[config.mk]
export PLATFORM = sky130hd
export DESIGN_NAME = block_transfer_seq_flat
export DESIGN_NICKNAME = d
export VERILOG_FILES = /design/src/rtl/block_transfer_seq_if.sv /design/src/rtl/block_transfer_seq.sv /design/src/flat_wrapper.sv
export SDC_FILE = /design/constraint.sdc
export NUM_CORES = 1
export LEC_CHECK = 0
export BUFFER_PORTS_ARGS = -buffer_cell sky130_fd_sc_hd__buf_4
export CAP_MARGIN = 20
export CORE_UTILIZATION = 24
export CTS_CLUSTER_SIZE = 16
export DETAILED_ROUTE_END_ITERATION = 7
export GPL_ROUTABILITY_DRIVEN = 0
export PLACE_DENSITY = 0.54
export SLEW_MARGIN = 20
export SYNTH_ARGS = -nofsm -noshare
export SYNTH_HDL_FRONTEND = slang
export SYNTH_SLANG_ARGS = --single-unit
[constraint.sdc]
create_clock -name clk -period 6.65 [get_ports clk]
set_input_delay 0.665 -clock clk [delete_from_list [all_inputs] [get_ports clk]]
set_output_delay 0.665 -clock clk [all_outputs]
set_load 0.05 [all_outputs]
[src/rtl/block_transfer_seq_if.sv]
// Bus bundle for block_transfer_seq: request inputs, register-file ports, memory ports and status.
// The sequencer connects through the slave modport; the requesting/environment side uses master.
interface block_transfer_seq_if #(
  parameter int WORD_SIZE  = 32,
  parameter int NUM_REGS   = 16,
  parameter int ADDR_WIDTH = 4
);
  logic                  start;
  logic                  is_load;
  logic [NUM_REGS-1:0]   reg_list;
  logic [WORD_SIZE-1:0]  base_in;
  logic                  up;
  logic                  pre;
  logic                  wb;
  logic [ADDR_WIDTH-1:0] base_idx;

  logic [ADDR_WIDTH-1:0] rf_read_addr;
  logic [WORD_SIZE-1:0]  rf_read_data;
  logic                  rf_we;
  logic [ADDR_WIDTH-1:0] rf_write_addr;
  logic [WORD_SIZE-1:0]  rf_write_data;

  logic                  mem_req;
  logic                  mem_we;
  logic [WORD_SIZE-1:0]  mem_addr;
  logic [WORD_SIZE-1:0]  mem_wdata;
  logic                  mem_ack;
  logic [WORD_SIZE-1:0]  mem_rdata;

  logic                  busy;
  logic                  done;

  modport master (
    output start, is_load, reg_list, base_in, up, pre, wb, base_idx,
    output rf_read_data, mem_ack, mem_rdata,
    input  rf_read_addr, rf_we, rf_write_addr, rf_write_data,
    input  mem_req, mem_we, mem_addr, mem_wdata, busy, done
  );

  modport slave (
    input  start, is_load, reg_list, base_in, up, pre, wb, base_idx,
    input  rf_read_data, mem_ack, mem_rdata,
    output rf_read_addr, rf_we, rf_write_addr, rf_write_data,
    output mem_req, mem_we, mem_addr, mem_wdata, busy, done
  );
endinterface

[src/rtl/block_transfer_seq.sv]
// Block load/store sequencer: walks a register list at consecutive word addresses, one transfer per mem_ack.
// Define BTS_BASE_WRITEBACK_EN to add the WBACK state that writes the updated base back to the register file.
module block_transfer_seq #(
  parameter int WORD_SIZE  = 32,
  parameter int NUM_REGS   = 16,
  parameter int ADDR_WIDTH = 4
) (
  input logic                 clk,
  input logic                 reset,
  block_transfer_seq_if.slave bus
);

  typedef enum logic [1:0] {
    IDLE  = 2'd0,
    XFER  = 2'd1,
`ifdef BTS_BASE_WRITEBACK_EN
    WBACK = 2'd2,
`endif
    DONE  = 2'd3
  } state_t;

  state_t                state_reg;
  logic [NUM_REGS-1:0]   remaining_reg;
  logic [WORD_SIZE-1:0]  addr_reg;
  logic                  is_load_reg;
  logic                  busy_reg;
  logic                  done_reg;
  logic                  mem_req_reg;
  logic                  mem_we_reg;

`ifdef BTS_BASE_WRITEBACK_EN
  logic                  wb_reg;
  logic [ADDR_WIDTH-1:0] base_idx_reg;
  logic [WORD_SIZE-1:0]  final_base_reg;
  logic                  wb_suppress_reg;
  logic [WORD_SIZE-1:0]  final_base;
`else
  wire unused_wb_inputs = &{1'b0, bus.wb, bus.base_idx};
`endif

  logic [ADDR_WIDTH-1:0] cur_idx;
  logic [NUM_REGS-1:0]   remaining_after;
  logic [WORD_SIZE-1:0]  list_count;
  logic [WORD_SIZE-1:0]  span;
  logic [WORD_SIZE-1:0]  start_addr;
  logic                  ack_fire;

  // Lowest set bit of the pending list is the register being transferred.
  always_comb begin
    cur_idx = '0;
    for (int i = NUM_REGS - 1; i >= 0; i--) begin
      if (remaining_reg[i]) cur_idx = ADDR_WIDTH'(i);
    end
  end

  assign remaining_after = remaining_reg & (remaining_reg - NUM_REGS'(1));

  always_comb begin
    list_count = '0;
    for (int i = 0; i < NUM_REGS; i++) begin
      list_count = list_count + WORD_SIZE'(bus.reg_list[i]);
    end
  end

  assign span = list_count << 2;

  // Decrementing modes still transfer upwards, starting from the lowest address of the block.
  always_comb begin
    case ({bus.up, bus.pre})
      2'b11:   start_addr = bus.base_in + WORD_SIZE'(4);
      2'b10:   start_addr = bus.base_in;
      2'b01:   start_addr = bus.base_in - span;
      default: start_addr = bus.base_in - span + WORD_SIZE'(4);
    endcase
  end

`ifdef BTS_BASE_WRITEBACK_EN
  assign final_base = bus.up ? (bus.base_in + span) : (bus.base_in - span);
`endif

  assign ack_fire = mem_req_reg & bus.mem_ack;

  always_ff @(posedge clk or posedge reset) begin
    if (reset) begin
      state_reg       <= IDLE;
      remaining_reg   <= '0;
      addr_reg        <= '0;
      is_load_reg     <= 1'b0;
      busy_reg        <= 1'b0;
      done_reg        <= 1'b0;
      mem_req_reg     <= 1'b0;
      mem_we_reg      <= 1'b0;
`ifdef BTS_BASE_WRITEBACK_EN
      wb_reg          <= 1'b0;
      base_idx_reg    <= '0;
      final_base_reg  <= '0;
      wb_suppress_reg <= 1'b0;
`endif
    end else begin
      case (state_reg)
        IDLE: begin
          done_reg <= 1'b0;
          if (bus.start) begin
            is_load_reg   <= bus.is_load;
            remaining_reg <= bus.reg_list;
            addr_reg      <= start_addr;
`ifdef BTS_BASE_WRITEBACK_EN
            wb_reg          <= bus.wb;
            base_idx_reg    <= bus.base_idx;
            final_base_reg  <= final_base;
            wb_suppress_reg <= bus.is_load & bus.reg_list[bus.base_idx];
`endif
            if (bus.reg_list == '0) begin
              state_reg <= DONE;
              done_reg  <= 1'b1;
            end else begin
              state_reg   <= XFER;
              busy_reg    <= 1'b1;
              mem_req_reg <= 1'b1;
              mem_we_reg  <= ~bus.is_load;
            end
          end
        end
        XFER: begin
          if (bus.mem_ack) begin
            addr_reg      <= addr_reg + WORD_SIZE'(4);
            remaining_reg <= remaining_after;
            if (remaining_after == '0) begin
              mem_req_reg <= 1'b0;
              mem_we_reg  <= 1'b0;
`ifdef BTS_BASE_WRITEBACK_EN
              if (wb_reg) begin
                state_reg <= WBACK;
              end else begin
                state_reg <= DONE;
                busy_reg  <= 1'b0;
                done_reg  <= 1'b1;
              end
`else
              state_reg <= DONE;
              busy_reg  <= 1'b0;
              done_reg  <= 1'b1;
`endif
            end
          end
        end
`ifdef BTS_BASE_WRITEBACK_EN
        WBACK: begin
          state_reg <= DONE;
          busy_reg  <= 1'b0;
          done_reg  <= 1'b1;
        end
`endif
        DONE: begin
          state_reg <= IDLE;
          done_reg  <= 1'b0;
        end
        default: state_reg <= IDLE;
      endcase
    end
  end

  logic                  rf_we_c;
  logic [ADDR_WIDTH-1:0] rf_write_addr_c;
  logic [WORD_SIZE-1:0]  rf_write_data_c;

  // Load data is written in the ack cycle itself; a loaded base register beats the writeback.
  always_comb begin
    rf_we_c         = 1'b0;
    rf_write_addr_c = '0;
    rf_write_data_c = '0;
    if (ack_fire && is_load_reg) begin
      rf_we_c         = 1'b1;
      rf_write_addr_c = cur_idx;
      rf_write_data_c = bus.mem_rdata;
    end
`ifdef BTS_BASE_WRITEBACK_EN
    if (state_reg == WBACK && !wb_suppress_reg) begin
      rf_we_c         = 1'b1;
      rf_write_addr_c = base_idx_reg;
      rf_write_data_c = final_base_reg;
    end
`endif
  end

  assign bus.rf_we         = rf_we_c;
  assign bus.rf_write_addr = rf_write_addr_c;
  assign bus.rf_write_data = rf_write_data_c;
  assign bus.rf_read_addr  = cur_idx;
  assign bus.mem_req       = mem_req_reg;
  assign bus.mem_we        = mem_we_reg;
  assign bus.mem_addr      = mem_req_reg ? addr_reg : '0;
  assign bus.mem_wdata     = (mem_req_reg && mem_we_reg) ? bus.rf_read_data : '0;
  assign bus.busy          = busy_reg;
  assign bus.done          = done_reg;

endmodule

[src/flat_wrapper.sv]
// flat-port wrapper written by rule: the top's interface ports become plain ports
module block_transfer_seq_flat 
#(
  parameter int WORD_SIZE  = 32,
  parameter int NUM_REGS   = 16,
  parameter int ADDR_WIDTH = 4
)
  (clk, reset, bus_start, bus_is_load, bus_reg_list, bus_base_in, bus_up, bus_pre, bus_wb, bus_base_idx, bus_rf_read_data, bus_mem_ack, bus_mem_rdata, bus_rf_read_addr, bus_rf_we, bus_rf_write_addr, bus_rf_write_data, bus_mem_req, bus_mem_we, bus_mem_addr, bus_mem_wdata, bus_busy, bus_done);
  block_transfer_seq_if #(.WORD_SIZE(WORD_SIZE), .NUM_REGS(NUM_REGS), .ADDR_WIDTH(ADDR_WIDTH)) bus_i ();
  input logic clk;
  input logic reset;
  input wire logic [$bits(bus_i.start)-1:0] bus_start;
  input wire logic [$bits(bus_i.is_load)-1:0] bus_is_load;
  input wire logic [$bits(bus_i.reg_list)-1:0] bus_reg_list;
  input wire logic [$bits(bus_i.base_in)-1:0] bus_base_in;
  input wire logic [$bits(bus_i.up)-1:0] bus_up;
  input wire logic [$bits(bus_i.pre)-1:0] bus_pre;
  input wire logic [$bits(bus_i.wb)-1:0] bus_wb;
  input wire logic [$bits(bus_i.base_idx)-1:0] bus_base_idx;
  input wire logic [$bits(bus_i.rf_read_data)-1:0] bus_rf_read_data;
  input wire logic [$bits(bus_i.mem_ack)-1:0] bus_mem_ack;
  input wire logic [$bits(bus_i.mem_rdata)-1:0] bus_mem_rdata;
  output wire logic [$bits(bus_i.rf_read_addr)-1:0] bus_rf_read_addr;
  output wire logic [$bits(bus_i.rf_we)-1:0] bus_rf_we;
  output wire logic [$bits(bus_i.rf_write_addr)-1:0] bus_rf_write_addr;
  output wire logic [$bits(bus_i.rf_write_data)-1:0] bus_rf_write_data;
  output wire logic [$bits(bus_i.mem_req)-1:0] bus_mem_req;
  output wire logic [$bits(bus_i.mem_we)-1:0] bus_mem_we;
  output wire logic [$bits(bus_i.mem_addr)-1:0] bus_mem_addr;
  output wire logic [$bits(bus_i.mem_wdata)-1:0] bus_mem_wdata;
  output wire logic [$bits(bus_i.busy)-1:0] bus_busy;
  output wire logic [$bits(bus_i.done)-1:0] bus_done;
  assign bus_i.start = bus_start;
  assign bus_i.is_load = bus_is_load;
  assign bus_i.reg_list = bus_reg_list;
  assign bus_i.base_in = bus_base_in;
  assign bus_i.up = bus_up;
  assign bus_i.pre = bus_pre;
  assign bus_i.wb = bus_wb;
  assign bus_i.base_idx = bus_base_idx;
  assign bus_i.rf_read_data = bus_rf_read_data;
  assign bus_i.mem_ack = bus_mem_ack;
  assign bus_i.mem_rdata = bus_mem_rdata;
  assign bus_rf_read_addr = bus_i.rf_read_addr;
  assign bus_rf_we = bus_i.rf_we;
  assign bus_rf_write_addr = bus_i.rf_write_addr;
  assign bus_rf_write_data = bus_i.rf_write_data;
  assign bus_mem_req = bus_i.mem_req;
  assign bus_mem_we = bus_i.mem_we;
  assign bus_mem_addr = bus_i.mem_addr;
  assign bus_mem_wdata = bus_i.mem_wdata;
  assign bus_busy = bus_i.busy;
  assign bus_done = bus_i.done;
  block_transfer_seq #(.WORD_SIZE(WORD_SIZE), .NUM_REGS(NUM_REGS), .ADDR_WIDTH(ADDR_WIDTH)) u_core (.clk(clk), .reset(reset), .bus(bus_i));
endmodule
=== Word level (Yosys, flattened, before mapping) ===
Index checks and enable logic that the tools add are counted.

* Register bits after elaboration: 54
* Bits of input ports: 124
* Output and inout port bits: 109
* Word-level logic and storage cells: 97

* Add/sub/neg operators: 20
* Equal/unequal tests: 9
* Multiplexer cells: 46
* Bitwise gates (word level): 3
* Reductions and logical operators: 12

{| class="wikitable"
|+ Operators by type and width
! kind !! count
|-
| 30-bit by 1-bit adder with 30-bit output || 14
|-
| 32-bit two-way mux || 5
|-
| 32-bit by 3-bit adder with 32-bit output, second input constant || 3
|-
| 32-bit one-hot mux with 3 select lines || 1
|-
| 4-bit two-way mux || 17
|-
| 32-bit one-hot mux with 2 select lines || 1
|-
| 16-bit logical NOT || 2
|-
| 16-bit two-way mux || 2
|-
| 16-bit one-hot mux with 2 select lines || 1
|-
| 32-bit subtractor || 1
|-
| 16-bit AND || 1
|-
| 16-bit by 1-bit subtractor with 16-bit output, second input constant || 1
|-
| 1-bit two-way mux || 11
|-
| 3-bit AND reduction || 3
|-
| 2-bit two-way mux || 4
|-
| 2-bit == test, second input constant || 3
|-
| 2-bit inequality test, second input constant || 3
|-
| 5-bit AND reduction || 1
|-
| 2-bit by 1-bit == test with 1-bit output, second input constant || 2
|-
| 1-bit one-hot mux with 2 select lines || 2
|-
| 2-bit one-hot mux with 2 select lines || 1
|-
| 1-bit one-hot mux with 3 select lines || 1
|-
| 3-bit nonzero test || 1
|-
| 1-bit by 1-bit adder with 2-bit output || 1
|-
| other kinds (7) || 8
|}

=== Longest topological paths before layout ===
* Word-level depth: 20
* Gate-level depth with buffers: 27
* Gate-level depth less buffers: 24

=== Worst setup path after synthesis ===
OpenSTA, ideal clock, no wires.

* Path type: input port to flip-flop
* Start point: input bus_reg_list[1]
* End point: register u_core.addr_reg[23]
* Setup time: 0.140 ns
* Arrival: 6.403 ns
* Required time: 6.510 ns
* Setup slack: 0.106 ns
* Stages on the path: 20
* Path buffers: 1
* Cell sequence: inv_1 ha_1 inv_1 fa_1 fa_1 fa_1 fa_1 fa_1 fa_1 nor2b_1 o21ai_0 ha_1 buf_2 or4_4 or4_4 nor4b_4 o32ai_4 or4_1 xnor2_1 a21oi_1

* Longest elaborated chain between the ends: 20

{| class="wikitable"
|+ RTL lines
! what !! line !! text
|-
| start, declared || flat_wrapper.sv:14 || <nowiki>input wire logic [$bits(bus_i.reg_list)-1:0] bus_reg_list;</nowiki>
|-
| 1-bit by 1-bit adder with 2-bit output (*) || block_transfer_seq.sv:61 || <nowiki>list_count = list_count + WORD_SIZE'(bus.reg_list[i]);</nowiki>
|-
| 30-bit by 1-bit adder with 30-bit output (*) (14 in a row) || block_transfer_seq.sv:61 ||
|-
| 32-bit subtractor (*) || block_transfer_seq.sv:72, block_transfer_seq.sv:73 ||
|-
| 32-bit by 3-bit adder with 32-bit output || block_transfer_seq.sv:73 || <nowiki>default: start_addr = bus.base_in - span + WORD_SIZE'(4);</nowiki>
|-
| 32-bit one-hot mux with 3 select lines (*) || block_transfer_seq.sv:69 || <nowiki>case ({bus.up, bus.pre})</nowiki>
|-
| 32-bit two-way mux (*) || block_transfer_seq.sv:103 || <nowiki>if (bus.start) begin</nowiki>
|-
| 32-bit one-hot mux with 2 select lines (*) || block_transfer_seq.sv:100 || <nowiki>case (state_reg)</nowiki>
|-
| end signal, assigned || block_transfer_seq.sv:106 || <nowiki>addr_reg <= start_addr;</nowiki>
|-
| end signal, assigned || block_transfer_seq.sv:126 || <nowiki>addr_reg <= addr_reg + WORD_SIZE'(4);</nowiki>
|-
| end, declared || block_transfer_seq.sv:24 || <nowiki>logic [WORD_SIZE-1:0] addr_reg;</nowiki>
|}

Every way passes the cells marked *; elsewhere a longest branch is shown, timed or not. The select of a mux whose other input is x is not followed.
A chain may end at the register's enable or synchronous reset.

=== Worst setup path in the final report ===
* Start point: input bus_reg_list[0]
* End point: register u_core.addr_reg[31]

Same word-level chain as after synthesis.

==> flow_summary.json <==
{
  "outcome": "finished clean",
  "grt_max_degree": 69,
  "worstSetupStartpointType": "input pin",
  "viasPerCell": 5.08,
  "syn_area_mm2": 0.00709,
  "cts_root_buf": "clkbuf_16",
  "numPortBuffers": 227,
  "ios": 233,
  "crit_arrival_ns": 6.62,
  "hold_path.startpoint": "u_core.is_load_reg$_DFFE_PP0P_",
  "synth_top_cell_by_area": "dfrtp_1",
  "cp_max_fo": 7,
  "min_to": "u_core.is_load_reg$_DFFE_PP0P_",
  "synth_area_leaders": "dfrtp_1 (19%), and2_1 (6.4%), o21ai_0 (5.2%)",
  "timing.final.hold_violations": 0,
  "synthesis.nets": 1152,
  "core_mm2": 0.0289,
  "drive_gt1_share_pct": 32.0,
  "syn_inst": 1000,
  "critical_path.endpoint_type": "flip-flop",
  "period_share_pct": 96.9,
  "clkLatencyLatePin_ns": 0.30,
  "path_class": "in2reg",
  "area_growth_pct": 43.4,
  "r2r-end": "u_core.addr_reg[30]$_DFFE_PP0P_",
  "place_hpwl_mm": 22.0,
  "hold_path_depth": 2,
  "num-fill-cells": 3058,
  "timing.rr.start": "u_core.state_reg[1]$_DFFE_PP0P_",
  "synth_top_area_share_pct": 19.1,
  "setup_violations": 0,
  "rrSetupSlack_ns": 3.37,
  "tritoncts": "built",
  "total_power_mw": 4.01,
  "dieArea_mm2": 0.0302,
  "p_leak_nw": 4.69,
  "dpl.cell_count": 1649,
  "nets": 1431,
  "seq_area_frac_synth_pct": 19.1,
  "yosysUniqueCellTypes": 82,
  "first_pass_iters": 5,
  "grt_first_pass_wirelength_mm": 43.6,
  "ys.flop_type": "dfrtp_1",
  "numCtsBuffers": 5,
  "die_w_um": 174,
  "antenna_found_initial": 0,
  "die_h_um": 174,
  "maxCapViolations": 0,
  "path_clk_slew_ns": 0.08,
  "rows": 62,
  "n_antenna_cell": 0,
  "tightestPinTransition_ns": 1.05,
  "cts.path.max_buffers": 2,
  "slew_headroom_pct": 29.4,
  "timing.final.max_slew_violations": 0,
  "avgSynthCellArea_um2": 7.09,
  "yosysMostFrequentCell": "nand2_1",
  "overflow": 0,
  "final_cell_count_no_fill": 1664,
  "grt_pass1_vias": 7887,
  "ir_worst_vdd_v": 0.000162,
  "finalWirelength_mm": 28.0,
  "skew_ns": 0.00491,
  "ff2ff_path_depth": 9,
  "pwr_density_cell_mw_per_mm2": 395,
  "largest_reg_flops": 32,
  "fmax_mhz": 155,
  "ys_ff_latch": 54,
  "vias": 8461,
  "final_util_pct": 35.2,
  "ant_nets": 0,
  "cp.required_ns": 6.83,
  "synthArstFlopShare_pct": 100,
  "synth_common_cells": "nand2_1 (81), nor2_1 (80), o21ai_0 (74)",
  "drc": 0,
  "synth_edf_count": 0,
  "ys.warnings.count": 0,
  "h-tree-depth": 2,
  "grt_usage_pct": 17.9,
  "drt_iter0_drc": 636,
  "start_util_pct": 24.6,
  "cts_num_sinks": 54,
  "wire_per_inst_um": 16.8,
  "hp-class": "reg2reg",
  "fin_crit_ns": 6.44
}
==> power by group <==
part,internal (mW),switching (mW)
Combinational,1.21,1.81
Clock,0.141,0.131
Sequential,0.474,0.252
Total,1.82,2.19
==> worst max path at each step <==
stage                          startpoint                         endpoint  depth (start not counted)
after floorplan           bus_reg_list[1]  u_core.addr_reg[23]$_DFFE_PP0P_                         20
after detailed placement  bus_reg_list[0]  u_core.addr_reg[29]$_DFFE_PP0P_                         21
final                     bus_reg_list[0]  u_core.addr_reg[31]$_DFFE_PP0P_                         22
after global routing      bus_reg_list[0]  u_core.addr_reg[26]$_DFFE_PP0P_                         23
after CTS                 bus_reg_list[0]  u_core.addr_reg[31]$_DFFE_PP0P_                         22
after global placement    bus_reg_list[0]  u_core.addr_reg[29]$_DFFE_PP0P_                         21
==> cells by family (layout without fill, tap and decap cells) <==
kind of cell	Yosys count	after routing	synth area share, %
AOI/OAI and AO/OA	265	265	23.7
xor gates and xnor gates	48	48	5.93
adders and majority gates	30	30	6.39
buffers and inverters	125	405	7.06
DFF	54	54	19.1
muxes	11	11	1.55
and+or+nand+nor	467	467	36.3
==> area by class of cell <==
type                    count  area [µm²]  area share [%]
flip-flops and latches     54        1350            13.3
clock buffers               6         129            1.27
repair buffers            345        2610            25.7
inverters                  52         195            1.92
multi-input cells         821        5380            53.0
well taps                 384         480            4.73
clock inverters             2        13.8           0.135
==> placed cells by master, fill, tap and decap left out, drive strengths merged, types with 17 or more instances in the layout <==
| master | count |
|---|---|
| nor3 | 34 |
| o21ai | 79 |
| nand3 | 44 |
| inv | 52 |
| and3 | 51 |
| nor4 | 23 |
| dfrtp | 54 |
| nand2 | 81 |
| and2 | 73 |
| buf | 345 |
| ha | 17 |
| xor2 | 26 |
| xnor2 | 22 |
| nor2 | 80 |
| a31oi | 17 |
| nand4 | 21 |
| a21oi | 72 |
==> repair_timing <==
action / in CTS / in global routing
resized for setup: 0 / 31
setup buffers: 1 / 8
gates cloned: 0 / 0
hold buffers: 0 / 0
pin swaps: 1 / 23
setup endpoints to repair: 1 / 18
==> worst max-delay path: stages <==
cell and delay [ns]:
buf_4 0.08, inv_1 0.07, ha_4 0.27, inv_2 0.03, fa_1 0.51, fa_1 0.42, fa_1 0.52, fa_1 0.45
fa_2 0.41, fa_2 0.59, buf_4 0.10, ha_1 0.23, nor2b_4 0.13, o21a_1 0.24, or4_4 0.59, and3_4 0.18
o32ai_4 0.42, nor3_4 0.09, buf_12 0.15, a31o_2 0.20, a21boi_2 0.17, o211ai_1 0.11
==> metrics by stage <==
step	area (µm²)	TNS (ns)	worst slack, ns	hold slack (ns)
after floorplan	7090	0	0.106	0.437
after global placement	9800	-2.59	-0.263	0.450
after detailed placement	9800	-3.80	-0.347	0.459
after CTS	9950	0	0.0150	0.478
after global routing	10200	-0.127	-0.0527	0.504
final	10200	0	0.207	0.473
==> per-layer routing <==
metal	GRT usage (%)	wire length [µm]	part of all wire [%]	up-vias
met1	24.8	13000	46	3976
met5	0	0	0	-
met3	2.04	1640	5.9	16
met4	3.73	333	1.2	0
li1	-	-	-	4178
met2	29.7	13100	47	291
(Power assumes the default switching activity.)
